**src/rtl/wishbone_stream_master_if.sv**
```systemverilog
// wishbone_stream_master_if: request/response streams plus the Wishbone initiator bus
interface wishbone_stream_master_if;
  logic req_val, req_rdy;
  logic [68:0] req_msg;
  logic resp_val, resp_rdy;
  logic [32:0] resp_msg;
  logic wbm_cyc_o, wbm_stb_o, wbm_we_o;
  logic [3:0] wbm_sel_o;
  logic [31:0] wbm_adr_o, wbm_dat_o;
  logic wbm_ack_i;
  logic [31:0] wbm_dat_i;
  modport master(
    input req_val, req_msg, resp_rdy, wbm_ack_i, wbm_dat_i,
    output req_rdy, resp_val, resp_msg, wbm_cyc_o, wbm_stb_o, wbm_we_o, wbm_sel_o, wbm_adr_o, wbm_dat_o
  );
  modport slave(
    output req_val, req_msg, resp_rdy, wbm_ack_i, wbm_dat_i,
    input req_rdy, resp_val, resp_msg, wbm_cyc_o, wbm_stb_o, wbm_we_o, wbm_sel_o, wbm_adr_o, wbm_dat_o
  );
endinterface

```
**src/rtl/wishbone_stream_master.sv**
```systemverilog
// wishbone_stream_master: one classic Wishbone cycle per stream request, ack data or timeout returned as a response
module wishbone_stream_master #(
  parameter int TIMEOUT_CYCLES = 255,
  parameter bit RESP_ON_WRITE = 1'b1
) (
  input logic wb_clk_i,
  input logic wb_rst_i,
  wishbone_stream_master_if.master bus
);
  localparam int CW = TIMEOUT_CYCLES > 0 ? $clog2(TIMEOUT_CYCLES + 1) : 1;
  localparam logic [CW-1:0] LAST = CW'(TIMEOUT_CYCLES > 0 ? TIMEOUT_CYCLES - 1 : 0);
  localparam logic [1:0] IDLE = 2'd0, BUS = 2'd1, RESP = 2'd2;
  logic [1:0] state;
  logic [CW-1:0] cnt;
  logic expire;
  assign bus.req_rdy = state == IDLE && !wb_rst_i;
  assign bus.resp_val = state == RESP;
  assign expire = TIMEOUT_CYCLES != 0 && cnt == LAST;
  // ack takes priority over a timeout expiring in the same cycle
  always_ff @(posedge wb_clk_i or posedge wb_rst_i)
    if (wb_rst_i) begin
      state <= IDLE;
      cnt <= '0;
      bus.resp_msg <= '0;
      {bus.wbm_cyc_o, bus.wbm_stb_o, bus.wbm_we_o, bus.wbm_sel_o, bus.wbm_dat_o, bus.wbm_adr_o} <= '0;
    end else if (state == IDLE) begin
      if (bus.req_val) begin
        {bus.wbm_cyc_o, bus.wbm_stb_o, bus.wbm_we_o, bus.wbm_sel_o, bus.wbm_dat_o, bus.wbm_adr_o} <= {2'b11, bus.req_msg};
        cnt <= '0;
        state <= BUS;
      end
    end else if (state == BUS) begin
      if (bus.wbm_ack_i || expire) begin
        {bus.wbm_cyc_o, bus.wbm_stb_o, bus.wbm_we_o, bus.wbm_sel_o, bus.wbm_dat_o, bus.wbm_adr_o} <= '0;
        bus.resp_msg <= {!bus.wbm_ack_i, bus.wbm_ack_i && !bus.wbm_we_o ? bus.wbm_dat_i : 32'h0};
        state <= bus.wbm_ack_i && bus.wbm_we_o && !RESP_ON_WRITE ? IDLE : RESP;
      end else if (cnt != '1)
        cnt <= cnt + 1'b1;
    end else if (bus.resp_rdy)
      state <= IDLE;
endmodule
```
**src/flat_wrapper.sv**
```systemverilog
// flat-port wrapper written by rule: the top's interface ports become plain ports
module wishbone_stream_master_flat 
#(
  parameter int TIMEOUT_CYCLES = 255,
  parameter bit RESP_ON_WRITE = 1'b1
)
  (wb_clk_i, wb_rst_i, bus_req_val, bus_req_msg, bus_resp_rdy, bus_wbm_ack_i, bus_wbm_dat_i, bus_req_rdy, bus_resp_val, bus_resp_msg, bus_wbm_cyc_o, bus_wbm_stb_o, bus_wbm_we_o, bus_wbm_sel_o, bus_wbm_adr_o, bus_wbm_dat_o);
  wishbone_stream_master_if bus_i ();
  input logic wb_clk_i;
  input logic wb_rst_i;
  input wire logic [$bits(bus_i.req_val)-1:0] bus_req_val;
  input wire logic [$bits(bus_i.req_msg)-1:0] bus_req_msg;
  input wire logic [$bits(bus_i.resp_rdy)-1:0] bus_resp_rdy;
  input wire logic [$bits(bus_i.wbm_ack_i)-1:0] bus_wbm_ack_i;
  input wire logic [$bits(bus_i.wbm_dat_i)-1:0] bus_wbm_dat_i;
  output wire logic [$bits(bus_i.req_rdy)-1:0] bus_req_rdy;
  output wire logic [$bits(bus_i.resp_val)-1:0] bus_resp_val;
  output wire logic [$bits(bus_i.resp_msg)-1:0] bus_resp_msg;
  output wire logic [$bits(bus_i.wbm_cyc_o)-1:0] bus_wbm_cyc_o;
  output wire logic [$bits(bus_i.wbm_stb_o)-1:0] bus_wbm_stb_o;
  output wire logic [$bits(bus_i.wbm_we_o)-1:0] bus_wbm_we_o;
  output wire logic [$bits(bus_i.wbm_sel_o)-1:0] bus_wbm_sel_o;
  output wire logic [$bits(bus_i.wbm_adr_o)-1:0] bus_wbm_adr_o;
  output wire logic [$bits(bus_i.wbm_dat_o)-1:0] bus_wbm_dat_o;
  assign bus_i.req_val = bus_req_val;
  assign bus_i.req_msg = bus_req_msg;
  assign bus_i.resp_rdy = bus_resp_rdy;
  assign bus_i.wbm_ack_i = bus_wbm_ack_i;
  assign bus_i.wbm_dat_i = bus_wbm_dat_i;
  assign bus_req_rdy = bus_i.req_rdy;
  assign bus_resp_val = bus_i.resp_val;
  assign bus_resp_msg = bus_i.resp_msg;
  assign bus_wbm_cyc_o = bus_i.wbm_cyc_o;
  assign bus_wbm_stb_o = bus_i.wbm_stb_o;
  assign bus_wbm_we_o = bus_i.wbm_we_o;
  assign bus_wbm_sel_o = bus_i.wbm_sel_o;
  assign bus_wbm_adr_o = bus_i.wbm_adr_o;
  assign bus_wbm_dat_o = bus_i.wbm_dat_o;
  wishbone_stream_master #(.TIMEOUT_CYCLES(TIMEOUT_CYCLES), .RESP_ON_WRITE(RESP_ON_WRITE)) u_core (.wb_clk_i(wb_clk_i), .wb_rst_i(wb_rst_i), .bus(bus_i));
endmodule
```
**config.mk**
```make
export PLATFORM = sky130hd
export DESIGN_NAME = wishbone_stream_master_flat
export DESIGN_NICKNAME = d
export VERILOG_FILES = /design/src/rtl/wishbone_stream_master_if.sv /design/src/rtl/wishbone_stream_master.sv /design/src/flat_wrapper.sv
export SDC_FILE = /design/constraint.sdc
export NUM_CORES = 1
export LEC_CHECK = 0
export ABC_CLOCK_PERIOD_IN_PS = 5900
export CORE_MARGIN = 10
export CORE_UTILIZATION = 46
export DETAILED_ROUTE_END_ITERATION = 16
export PLACE_DENSITY = 0.94
export REMOVE_ABC_BUFFERS = 1
export SYNTH_ARGS = -nofsm -noshare
export SYNTH_HDL_FRONTEND = slang
export SYNTH_SLANG_ARGS = --single-unit
```
**constraint.sdc**
```tcl
create_clock -name wb_clk_i -period 5.9 [get_ports wb_clk_i]
set_input_delay 0.59 -clock wb_clk_i [delete_from_list [all_inputs] [get_ports wb_clk_i]]
set_output_delay 0.59 -clock wb_clk_i [all_outputs]
set_load 0.02 [all_outputs]
```
[Word level (Yosys, flattened, before mapping)]
Cells that the tools add are included.
Word-level totals
  bits in registers: 113
  input bits: 106
Operators by class
  add/sub/neg operators: 1
  eq/ne operators: 7
  multiplexer cells: 27
  bitwise logic cells: 1
  reduce and logical (&&, ||, !) cells: 15
Operators by type and width (number)
  $mux W32: 7
  $mux W8: 5
  $mux W4: 4
  $mux W2: 5
  $reduce_and A3 Y1: 3
  $add A8 B1 Y8 const B: 1
  $eq A8 B8 Y1 const B: 1
  $ne A8 B8 Y1 const B: 1
  $mux W1: 6
  $reduce_bool A2 Y1: 3
  $reduce_and A4 Y1: 1
  $logic_not A1 Y1: 3
  $ne A3 B2 Y1 const B: 1
  $reduce_bool A3 Y1: 1
  $eq A2 B1 Y1 const B: 1
  $eq A2 B2 Y1 const B: 1
  $logic_and A1 B1 Y1: 2
  $logic_not A2 Y1: 1
  $ne A2 B1 Y1 const B: 1
  $ne A2 B2 Y1 const B: 1
  $logic_or A1 B1 Y1: 1
  $not A1 Y1: 1

[Depth between registers and ports, before layout]
  depth after elaboration: 5
  mapped depth: 7
  depth with buffers taken out: 6

[Worst setup path after synthesis]
OpenSTA, ideal clock, no wires.
  path kind: flip-flop to flip-flop
  start: register u_core.cnt[0]
  end: register u_core.cnt[7]
  library setup time: 0.118 ns
  arrival: 1.513 ns
  data required time: 5.782 ns
  setup slack: 4.269 ns
  cell stages (with the launch flop): 7
  path buffers: 0
  period minus slack after synthesis: 1.631 ns
  path through: dfrtp_1 inv_1 ha_1 nor2_1 o311ai_2 mux2_2 a21o_1
On the way
  word-level cells in the longest chain between the ends: 5
RTL lines
  from (decl): line wishbone_stream_master.sv:14  | logic [CW-1:0] cnt;
  from (signal assigned): line wishbone_stream_master.sv:38  | cnt <= cnt + 1'b1;
  $add A8 B1 Y8: line wishbone_stream_master.sv:38
  $mux W8: line wishbone_stream_master.sv:37  | end else if (cnt != '1)
  $mux W8: line wishbone_stream_master.sv:33  | if (bus.wbm_ack_i || expire) begin
  $mux W8: line wishbone_stream_master.sv:32  | end else if (state == BUS) begin
  $mux W8: line wishbone_stream_master.sv:26  | end else if (state == IDLE) begin
Several ways; a longest one is shown, not always the timed one. The select of a mux whose other input is x is not followed.
A chain may end at the register's enable or synchronous reset.

[Worst setup path in the final report]
  start: register u_core.cnt[0]
  end: register u_core.state[1]
On the way
  word-level cells in the longest chain between the ends: 4
RTL lines
  $eq A8 B8 Y1: line wishbone_stream_master.sv:18  | assign expire = TIMEOUT_CYCLES != 0 && cnt == LAST;
  $logic_or A1 B1 Y1: line wishbone_stream_master.sv:33
  $ne A3 B2 Y1 (no source line)
  $reduce_and A3 Y1 (no source line)
  to (signal assigned): line wishbone_stream_master.sv:36  | state <= bus.wbm_ack_i && bus.wbm_we_o && !RESP_ON_WRITE ? IDLE : RESP;
  to (decl): line wishbone_stream_master.sv:13  | logic [1:0] state;
Every way passes these cells.

==> key figures <==
Power
  • PwrDens: 595 nW/um^2
  • Static leakage: 3.26 nW
  • VDD IR max: 357 uV

Job
  • Number of max-cap violations: 0

Critical path
  • WP data required: 6340 ps
  • Critical setup path kind: reg -> reg
  • Critical path endpoint: u_core.state[1]
  • Crit-path max cell delay: 790 ps
  • CP Max Fanout: 45
  • Stages on worst setup path: 6
  • R2r setup slk: 3140 ps
  • R2R Path Start: u_core.cnt[0]
  • CP top delay family: simple AND/OR/NAND/NOR gates
  • Cell Chain, Critical Path: inv_1, ha_1, a41oi_2, nor2b_4, buf_4, or2_2
  • Crit-path slowest cell: nor2b_4
  • FF-to-FF End: u_core.state[1]
  • Crit path launch type: flop
  • CP bufs+invs: 2
  • Crit end category: flop
  • Critical Path AT: 3200 ps
  • R2r worst-path depth: 6
  • Critical path startpoint: u_core.cnt[0]

Logic synthesis
  • Post-Synth Adder-Cell Area: 0.507%
  • Count of flip-flops with a built-in enable after synthesis: 0
  • Yosys warns: 0
  • Compound-Gate Fraction of Synth Area: 8.59%
  • Seq/Total Area, Yosys: 57.3%
  • Gate Count Post-Synth: 445
  • Largest family of logic cells by synthesized area: simple AND/OR/NAND/NOR gates
  • Yosys cell types: 33
  • Mapped Avg Cell Area: 11.1 sq um
  • Post-synthesis register bit count: 113
  • Main synth FF type: dfrtp_1
  • Synth Area in XOR/XNOR: 0%
  • Synth top area cells: dfrtp_1 (57%), nor3_2 (14%), nor2_1 (11%), a22o_1 (5.9%), buf_6 (2.7%)
  • Leading area contributor after synthesis: dfrtp_1
  • Mux cell area share after synthesis: 0.228%
  • Async set-reset flop share out of synthesis: 100%
  • Synthesized cell area: 4940 sq um
  • Post-Synth Simple-Gate Area: 28.7%
  • Post-synth top area share: 57.3%

Clock network
  • Post-CTS setup buffers: 0
  • CTS resizes: 0
  • # hold bufs at CTS: 0
  • CTS Buf Count: 17
  • Sink Count: 113
  • Worst skew pair latency: 510 ps
  • CTS Root Cell: clkbuf_8
  • Clock transition at path regs: 50 ps
  • CTS H-Tree Depth: 4
  • CTS tree: done
  • Clk buf depth: 2

Layout
  • N_diodes: 0
  • Post-Route Utilization: 73.9%
  • P&R area growth vs syn: 55.2%
  • Layout fillers: 709
  • Layout cell share with drive strength beyond 1: 18.0%
  • Final nets: 755

Drt
  • Vias per cell: 5.20
  • Drt first pass iters: 4
  • DRT Wirelength: 15,500 microns
  • DRC Markers: 0
  • 1st-iter DRT viols: 239
  • Via count: 4,139
  • Drt wl/cell: 19.4 microns
  • Antenna Nets Post-Route: 0

GRT
  • Vias in the first global route: 4,549
  • First-pass GRT wire length: 24,200 microns
  • Gr ovfl total: 0
  • Largest net degree at the start of global routing: 58
  • Global Route Usage Sum: 20.2%
  • Initial antenna violation count: 0

Placed design
  • Routability congestion estimate: 0.924
  • Pre-CTS WS: 2840 ps
  • Port buffer count: 211
  • Dpl hpwl: 11,300 microns

Die
  • Initial Utilization: 47.6%
  • Core Region: 10,400 sq um
  • Full die area: 15,300 sq um
  • Vert. Die Dim: 124 microns
  • Die X: 124 microns
  • Row cnt: 37
  • # IOs: 212

STA
  • Tcrit/Tclk final: 46.8%
  • Unrepaired setup endpoints after global routing: false
  • Minimum clock period: 2760 ps
  • Setup ws final: 3140 ps
  • Clock Skews: 12.5 ps
  • Fin Setup TNS: 0 ps
  • Hold Vio Cnt, Final: 0
  • Fmax: 362 MHz
  • Slew Limit Fails: 0
  • Slew Limit Headroom: 14.0%
  • Setup violators final: 0
  • Worst-Margin Slew: 1290 ps

Hold path
  • Min-delay src: u_core.bus.resp_msg[28]
  • HP Class: reg -> reg

Outcome
  • Status: completed
Yosys cell counts, drive strengths merged, types with 4 or more instances:
library cell / number
a22o: 33
buf: 18
clkbuf: 14
dfrtp: 113
nand2: 5
nand3: 5
nor2: 145
nor2b: 4
nor3: 71
o21ai: 4
area by class of cell:
class | instances | area, sq um | area share, %
Timing Repair Buffer | 215 | 2140 | 28.0
Clock buffer | 19 | 432 | 5.63
Clock inverter | 13 | 185 | 2.42
Tap cell | 136 | 170 | 2.22
Sequential cell | 113 | 2830 | 36.9
Inverter | 3 | 13.8 | 0.180
Multi-Input combinational cell | 297 | 1890 | 24.7
cell families (layout without fill, tap and decap cells):
logic type,count (synthesis),after routing
AO/OA/AOI/OAI,51,51
flip-flops,113,113
buffers and inverters,35,250
multiplexers,1,1
adder cells (fa/ha/maj),2,2
AND/OR/NAND/NOR,243,243
flip-flops by register name, indices dropped and copies added, names as in the netlist:
| register | count |
|---|---|
| u_core.bus.resp_msg | 33 |
| u_core.state | 2 |
| u_core.cnt | 8 |
| u_core.bus.wbm_adr_o | 32 |
| u_core.bus.wbm_we_o | 1 |
| u_core.bus.wbm_sel_o | 4 |
| u_core.bus.wbm_cyc_o | 1 |
| u_core.bus.wbm_dat_o | 32 |
routing by layer:
metal  part of all wire [%]  global-route usage (%)
met2                     49                    33.7
met3                     11                    9.59
met5                      0                       0
met1                     39                    22.4
met4                    1.3                    6.11
cell usage in the layout, fill, tap and decap left out, types with 4 or more instances in the layout:
cell               n
a22o_1            33
buf_4              4
bufinv_16          4
clkbuf_16         16
clkdlybuf4s50_1  211
dfrtp_1          113
nand2_1            4
nand3_1            5
nor2_1           144
nor3_2            69
o21ai_0            4
power breakdown:
part	internal, mW	leakage [nW]	switching (mW)	total (mW)
clock network	0.697	0.298	0.361	1.06
logic	1.00	1.56	1.15	2.15
registers	1.13	1.40	0.225	1.35
through the flow:
stage	std cells	power [mW]	hold WS (ps)	cell area [sq um]
after global placement	764	3.44	483	7050
final	796	4.56	495	7660
after CTS	796	4.61	502	7660
after detailed placement	764	3.52	480	7050
after floorplan	413	2.53	494	4720
after global routing	796	4.82	510	7660
worst min path at each step:
stage / to / depth (start not counted)
finish: u_core.bus.resp_msg[28] / 1
global route: u_core.bus.resp_msg[2] / 1
CTS: u_core.bus.resp_msg[28] / 1
detailed placement: u_core.bus.resp_msg[23] / 1
global placement: u_core.bus.resp_msg[2] / 1
floorplan: u_core.cnt[4] / 1
No activity file was read; power rests on OpenSTA's default activity.
